--- src/rtl/debounce_multi.sv ---
// N-channel debouncer: 2-flop synchroniser, stability counter and edge pulses per channel.
// Define DEBOUNCE_MULTI_EVT_EN to add sticky edge-event flags (evt_pend) and an irq output.
module debounce_multi #(
   parameter int unsigned       N_CH      = 22,
   parameter int unsigned       CNT_W     = 20,
   parameter int unsigned       DB_CYCLES = 500000,
   parameter logic [N_CH-1:0]   INV_MASK  = '0,
   parameter logic [N_CH-1:0]   RST_VAL   = '0
) (
   input  logic            clk,
   input  logic            reset_n,
   input  logic [N_CH-1:0] raw_in,
   output logic [N_CH-1:0] db_out,
   output logic [N_CH-1:0] rise_pls,
   output logic [N_CH-1:0] fall_pls,
   input  logic [N_CH-1:0] evt_clr,
   output logic [N_CH-1:0] evt_pend,
   output logic            irq
);

   localparam logic [CNT_W-1:0] CNT_LAST = CNT_W'(DB_CYCLES - 1);

   logic [N_CH-1:0]  sync1_q, sync1_d;
   logic [N_CH-1:0]  sync2_q, sync2_d;
   logic [N_CH-1:0]  db_q, db_d;
   logic [N_CH-1:0]  rise_q, rise_d;
   logic [N_CH-1:0]  fall_q, fall_d;
   logic [CNT_W-1:0] cnt_q [N_CH];
   logic [CNT_W-1:0] cnt_d [N_CH];

   // Count consecutive cycles the synchronised input disagrees with the accepted level.
   always_comb begin
      sync1_d = raw_in ^ INV_MASK;
      sync2_d = sync1_q;
      db_d    = db_q;
      rise_d  = '0;
      fall_d  = '0;
      for (int i = 0; i < int'(N_CH); i++) begin
         cnt_d[i] = '0;
         if (sync2_q[i] != db_q[i]) begin
            if (cnt_q[i] == CNT_LAST) begin
               db_d[i]   = sync2_q[i];
               rise_d[i] = sync2_q[i];
               fall_d[i] = ~sync2_q[i];
            end else begin
               cnt_d[i] = cnt_q[i] + CNT_W'(1);
            end
         end
      end
   end

   always_ff @(posedge clk) begin
      if (!reset_n) begin
         sync1_q <= RST_VAL;
         sync2_q <= RST_VAL;
         db_q    <= RST_VAL;
         rise_q  <= '0;
         fall_q  <= '0;
         for (int i = 0; i < int'(N_CH); i++) begin
            cnt_q[i] <= '0;
         end
      end else begin
         sync1_q <= sync1_d;
         sync2_q <= sync2_d;
         db_q    <= db_d;
         rise_q  <= rise_d;
         fall_q  <= fall_d;
         for (int i = 0; i < int'(N_CH); i++) begin
            cnt_q[i] <= cnt_d[i];
         end
      end
   end

   assign db_out   = db_q;
   assign rise_pls = rise_q;
   assign fall_pls = fall_q;

`ifdef DEBOUNCE_MULTI_EVT_EN
   logic [N_CH-1:0] evt_pend_q, evt_pend_d;
   logic            irq_q, irq_d;

   // Pulses visible this cycle set the flag, so a set beats a same-cycle clear.
   always_comb begin
      evt_pend_d = (evt_pend_q & ~evt_clr) | rise_q | fall_q;
      irq_d      = |evt_pend_d;
   end

   always_ff @(posedge clk) begin
      if (!reset_n) begin
         evt_pend_q <= '0;
         irq_q      <= 1'b0;
      end else begin
         evt_pend_q <= evt_pend_d;
         irq_q      <= irq_d;
      end
   end

   assign evt_pend = evt_pend_q;
   assign irq      = irq_q;
`else
   logic unused_evt_clr;

   assign unused_evt_clr = ^evt_clr;
   assign evt_pend       = '0;
   assign irq            = 1'b0;
`endif

endmodule

--- config.mk ---
export PLATFORM = sky130hd
export DESIGN_NAME = debounce_multi
export DESIGN_NICKNAME = d
export VERILOG_FILES = /design/src/rtl/debounce_multi.sv
export SDC_FILE = /design/constraint.sdc
export NUM_CORES = 1
export LEC_CHECK = 0
export CORE_ASPECT_RATIO = 0.8
export CORE_MARGIN = 2
export CORE_UTILIZATION = 45
export DETAILED_ROUTE_END_ITERATION = 8
export GPL_ROUTABILITY_DRIVEN = 0
export PLACE_DENSITY = 0.64
export REMOVE_ABC_BUFFERS = 1
export SYNTH_ARGS = -nofsm -noshare
export SYNTH_HDL_FRONTEND = slang
export SYNTH_SLANG_ARGS = --single-unit
--- constraint.sdc ---
create_clock -name clk -period 3.6 [get_ports clk]
set_clock_uncertainty 0.05 [all_clocks]
set_input_delay 0.36 -clock clk [delete_from_list [all_inputs] [get_ports clk]]
set_output_delay 0.36 -clock clk [all_outputs]
set_load 0.05 [all_outputs]
== Yosys cells after proc, flatten, opt, wreduce, memory -nomap -nowiden ==
Memory sizes are Yosys's and may differ from the RTL's.
Cells that the tools add are included.

* Add/sub/neg operators: 22
* Mux-type cells: 68
* Reductions and logical operators: 44
* Eq/ne operators: 44
* Bitwise logic cells: 44

{| class="wikitable"
|+ Operators by type and width
! operator !! count
|-
| $mux 20 || 66
|-
| $add 20x1->20 const B || 22
|-
| $eq 20x19->1 const B || 22
|-
| $reduce_and 3->1 || 22
|-
| $reduce_and 2->1 || 22
|-
| $ne 1x1->1 || 22
|-
| $not 1->1 || 22
|-
| $or 1x1->1 || 22
|-
| $mux 1 || 2
|}

* Memories: 1
* Output and inout bits: 89
* Word-level logic and storage cells: 291
* Input bits: 46
* Flip-flop bits (word level): 110
* Memory bits (writable): 440

{| class="wikitable"
|+ Memories
! memory !! depth !! width !! rd ports !! clocked after Yosys merged registers in !! write ports !! line !! text
|-
| cnt_q || 22 || 20 || 22 || 0 || 22 || 28 || <nowiki>logic [CNT_W-1:0] cnt_q [N_CH];</nowiki>
|}

== Longest topological paths before layout ==
An unclocked memory read counts as a cell.

* Word-level depth: 5
* Gate-level depth with buffers: 7
* Gate-level depth less buffers: 5

== Worst setup path after synthesis ==
OpenSTA, ideal clock, no wires.

* Path kind: reg2reg
* Start point: memory cnt_q[18][12], in the netlist cnt_q[2][52]
* End point: memory cnt_q[18][17], in the netlist cnt_q[2][57]
* Required time: 3.425 ns
* Slack: 1.547 ns
* Cell stages (with the launch flop): 6
* Arrival time: 1.878 ns
* Cell sequence: dfxtp_1 -> or4b_2 -> or4_4 -> o211ai_2 -> buf_6 -> a21oi_1

{| class="wikitable"
|+ RTL lines
! item !! line
|-
| from (decl) || 28
|}

==> run metrics <==
depth of the worst hold-timing path 2; Worst EP required 4.00 ns; Util after Layout 0.521; drt via density 5.37; DRT antenna net count 0; Leak 8.42 nW; Min-Delay Endpoint sync2_q[20]$_SDFF_PN0_; Main synth FF type dfxtp_1; htree depth 2; pwr/cell area 469 mW/mm^2; post-synth cell types 61; startpoint types flip-flop; clk_lat worst skew 0.61 ns; CP max stage delay 0.69 ns; CP max-delay cell or4b_2; Mapped Avg Cell Area 8.84 um^2; endpoint of the worst-slack reg-to-reg timing path cnt_q[2][43]$_SDFF_PP0_; gr busiest metal met2; number of CTS-inserted buffers 57; f_max 0.394 GHz; Tcrit/Tclk final 0.705; global router's overall resource usage 0.167; min-delay worst type in -> reg; HP Start reset_n; First-pass DRT Iterations 7; synthesized area 0.0237 mm^2; Area Growth Syn to Fin 14.9%; Max Slew Vio Count 0; Cells after Synth 2679; drt first-iter violations 1199; setup TNS 0 ns; Crit path buffers/inverters 0; crit path kind reg -> reg; input/output buffers 89; Final Net Count 2827; reg2reg path depth 4; Clock Path Buffers 3; crit-path cells or4b_2 -> or4_4 -> o211ai_2 -> nor2_1; CTS root buffer clkbuf_16; share of cells above drive strength 1 0.0549; met2 usage 0.262; final setup vio count 0; Seq/Total Area, Yosys 0.465; first-pass GRT wire length 79100 um; final hold vios 0; largest area contributor in the netlist dfxtp_1; CTS tree done; routed length per instance 13.2 um; CP delay by family, top simple AND/OR/NAND/NOR gates; reg2reg setup slack 1.06 ns; CORE AREA 0.0523 mm^2; Routed Wire Length 46200 um; origin of the critical flop-to-flop path cnt_q[2][52]$_SDFF_PP0_; crit path time final 2.54 ns; grt total ovfl 0; Post-CTS Hold Fix Bufs 0; crit-path max FO 20; grt met1 use 0.234; Worst EP arrival 2.94 ns; I/O pin cnt 135; DIE AREA 0.0545 mm^2; vias in the first global route 17.2k; # rows 75; Post-synth EDFFs 0; Die X 261 um; Area contributors post-synth dfxtp_1 46%, nor2_1 5.9%, xnor2_1 5.7%, xor2_1 5.1%, nand4_1 3.7%; postcts setup bufs 0; RSZ-0062 raised after global routing false; Tightest Pin Transition 0.809 ns; hpwl dp 30900 um; initial antenna violation count 0; largest net degree at the start of global routing 56; M3 GR Usage 0.0298; max_slew headroom 0.459; outcome complete, no violations; asr flop ratio synth 0; Antenna Cells 0; routed vias 18.8k; Worst setup EP type flip-flop; Clock Sinks 550; FF+latch count, synth 550; VDD IR-drop max 0.345 mV; starting density of the core 0.453; Ys Warns 0; post_cts resized 0; share of the synthesized area in the top cell type 0.465; drt drc 0; CTS clock-pin slew for the worst setup and hold paths 0.06 ns; die height 209 um; MaxCap Viol Count 0
routing by layer:
layer / vias up / routed length (um)
li1: 9651 / -
met2: 262 / 20000
met5: - / 0
met1: 8817 / 23400
met3: 66 / 1880
met4: 0 / 947
through the flow:
step / worst slack (ns) / power [W] / std cells / hold WS, ns / instance area, um^2
2_1_floorplan: 1.14 / 0.00638 / 2593 / 0.362 / 23200
3_3_place_gp: 1.10 / 0.00646 / 3393 / 0.364 / 25100
3_5_place_dp: 1.04 / 0.00647 / 3393 / 0.368 / 25100
4_1_cts: 1.04 / 0.0130 / 3500 / 0.0723 / 27200
5_1_grt: 0.895 / 0.0132 / 3500 / 0.0961 / 27200
6_report: 1.06 / 0.0128 / 3500 / 0.110 / 27200
kinds of logic after synthesis:
| family | after synthesis | synth area share |
|---|---|---|
| and+or+nand+nor | 1335 | 0.307 |
| DFF | 550 | 0.465 |
| adders and majority gates | 22 | 0.0116 |
| muxes | 3 | 0.00127 |
| AOI/OAI and AO/OA | 291 | 0.0725 |
| buffers and inverters | 185 | 0.0350 |
| other | 1 | 0.000158 |
| xor gates and xnor gates | 292 | 0.108 |
flip-flops by register name (all words and copies together), names as in the netlist:
name      cells
cnt_q       440
db_out       22
fall_pls     22
rise_pls     22
sync1_q      22
sync2_q      22
power breakdown:
| group | total (W) | internal [W] | switching, W |
|---|---|---|---|
| registers | 0.00613 | 0.00612 | 0.0000175 |
| clock network | 0.00643 | 0.00398 | 0.00245 |
| logic | 0.000197 | 0.0000583 | 0.000139 |
| total | 0.0128 | 0.0102 | 0.00260 |
final cells by class:
type | count | area [um^2]
Clock buffer | 83 | 1700
Clock inverter | 24 | 385
Fill cell | 4728 | 25100
Inverter | 77 | 289
Multi-Input combinational cell | 1966 | 11900
Sequential cell | 550 | 11000
Tap cell | 693 | 867
Timing Repair Buffer | 107 | 1040
worst max-delay path by stage:
| stage | startpoint | depth (start not counted) | slack, ns | to |
|---|---|---|---|---|
| 5_1_grt | cnt_q[2][52]$_SDFF_PP0_ | 4 | 0.89 | cnt_q[2][49]$_SDFF_PP0_ |
| 2_1_floorplan | cnt_q[1][92]$_SDFF_PP0_ | 4 | 1.14 | cnt_q[1][82]$_SDFF_PP0_ |
| 6_report | cnt_q[2][52]$_SDFF_PP0_ | 4 | 1.06 | cnt_q[2][43]$_SDFF_PP0_ |
| 3_5_place_dp | cnt_q[2][52]$_SDFF_PP0_ | 4 | 1.04 | cnt_q[2][43]$_SDFF_PP0_ |
| 4_1_cts | cnt_q[2][52]$_SDFF_PP0_ | 4 | 1.04 | cnt_q[2][43]$_SDFF_PP0_ |
| 3_3_place_gp | cnt_q[2][52]$_SDFF_PP0_ | 4 | 1.10 | cnt_q[2][43]$_SDFF_PP0_ |
worst reg2reg max path: stages (launching register included):
cell and delay [ns]:
dfxtp_1 0.35, or4b_2 0.69, or4_4 0.52, o211ai_2 0.66, nor2_1 0.12
synth_stat cells (all sizes together), types with 40 or more instances:
cell	number
o31ai	40
or3	81
and4	45
nand4	143
nand3	141
buf	41
clkbuf	67
and3	60
nor4	60
a21oi	125
dfxtp	550
inv	77
nand2	136
nor3	59
xor2	138
or4	81
xnor2	154
and2	53
o21ai	90
nor2	375
placed cells by master (no fill, tap or decap), types with 4 or more instances in the layout:
| cell | netlist | final |
|---|---|---|
| or2_2 | 9 | 9 |
| a21oi_1 | 125 | 125 |
| and4_1 | 45 | 45 |
| or4b_1 | 4 | 4 |
| o31ai_1 | 40 | 40 |
| nor4bb_1 | 7 | 7 |
| clkinv_2 | 0 | 9 |
| nor3_1 | 58 | 58 |
| clkbuf_8 | 0 | 13 |
| clkbuf_1 | 67 | 11 |
| and2_1 | 53 | 53 |
| bufinv_16 | 0 | 10 |
| nor2_1 | 375 | 375 |
| or3_1 | 81 | 81 |
| xor2_1 | 138 | 138 |
| and3_1 | 59 | 59 |
| nand4_1 | 140 | 140 |
| o21a_1 | 12 | 12 |
| nor4b_1 | 21 | 21 |
| nand3_1 | 141 | 141 |
| ha_1 | 22 | 22 |
| o21ai_0 | 86 | 85 |
| clkbuf_16 | 0 | 59 |
| nand4bb_1 | 4 | 4 |
| dfxtp_1 | 550 | 550 |
| o21ai_1 | 3 | 4 |
| nand3b_1 | 4 | 4 |
| nand2_1 | 136 | 136 |
| nand4b_1 | 7 | 7 |
| xnor2_1 | 154 | 154 |
| clkdlybuf4s50_1 | 0 | 88 |
| nor3b_1 | 5 | 5 |
| conb_1 | 1 | 23 |
| nor4_1 | 59 | 59 |
| or4_4 | 4 | 4 |
| buf_4 | 27 | 18 |
| inv_1 | 77 | 77 |
| or4_1 | 77 | 77 |
| nor2b_1 | 29 | 29 |
Power figures use the tool's default switching activity.
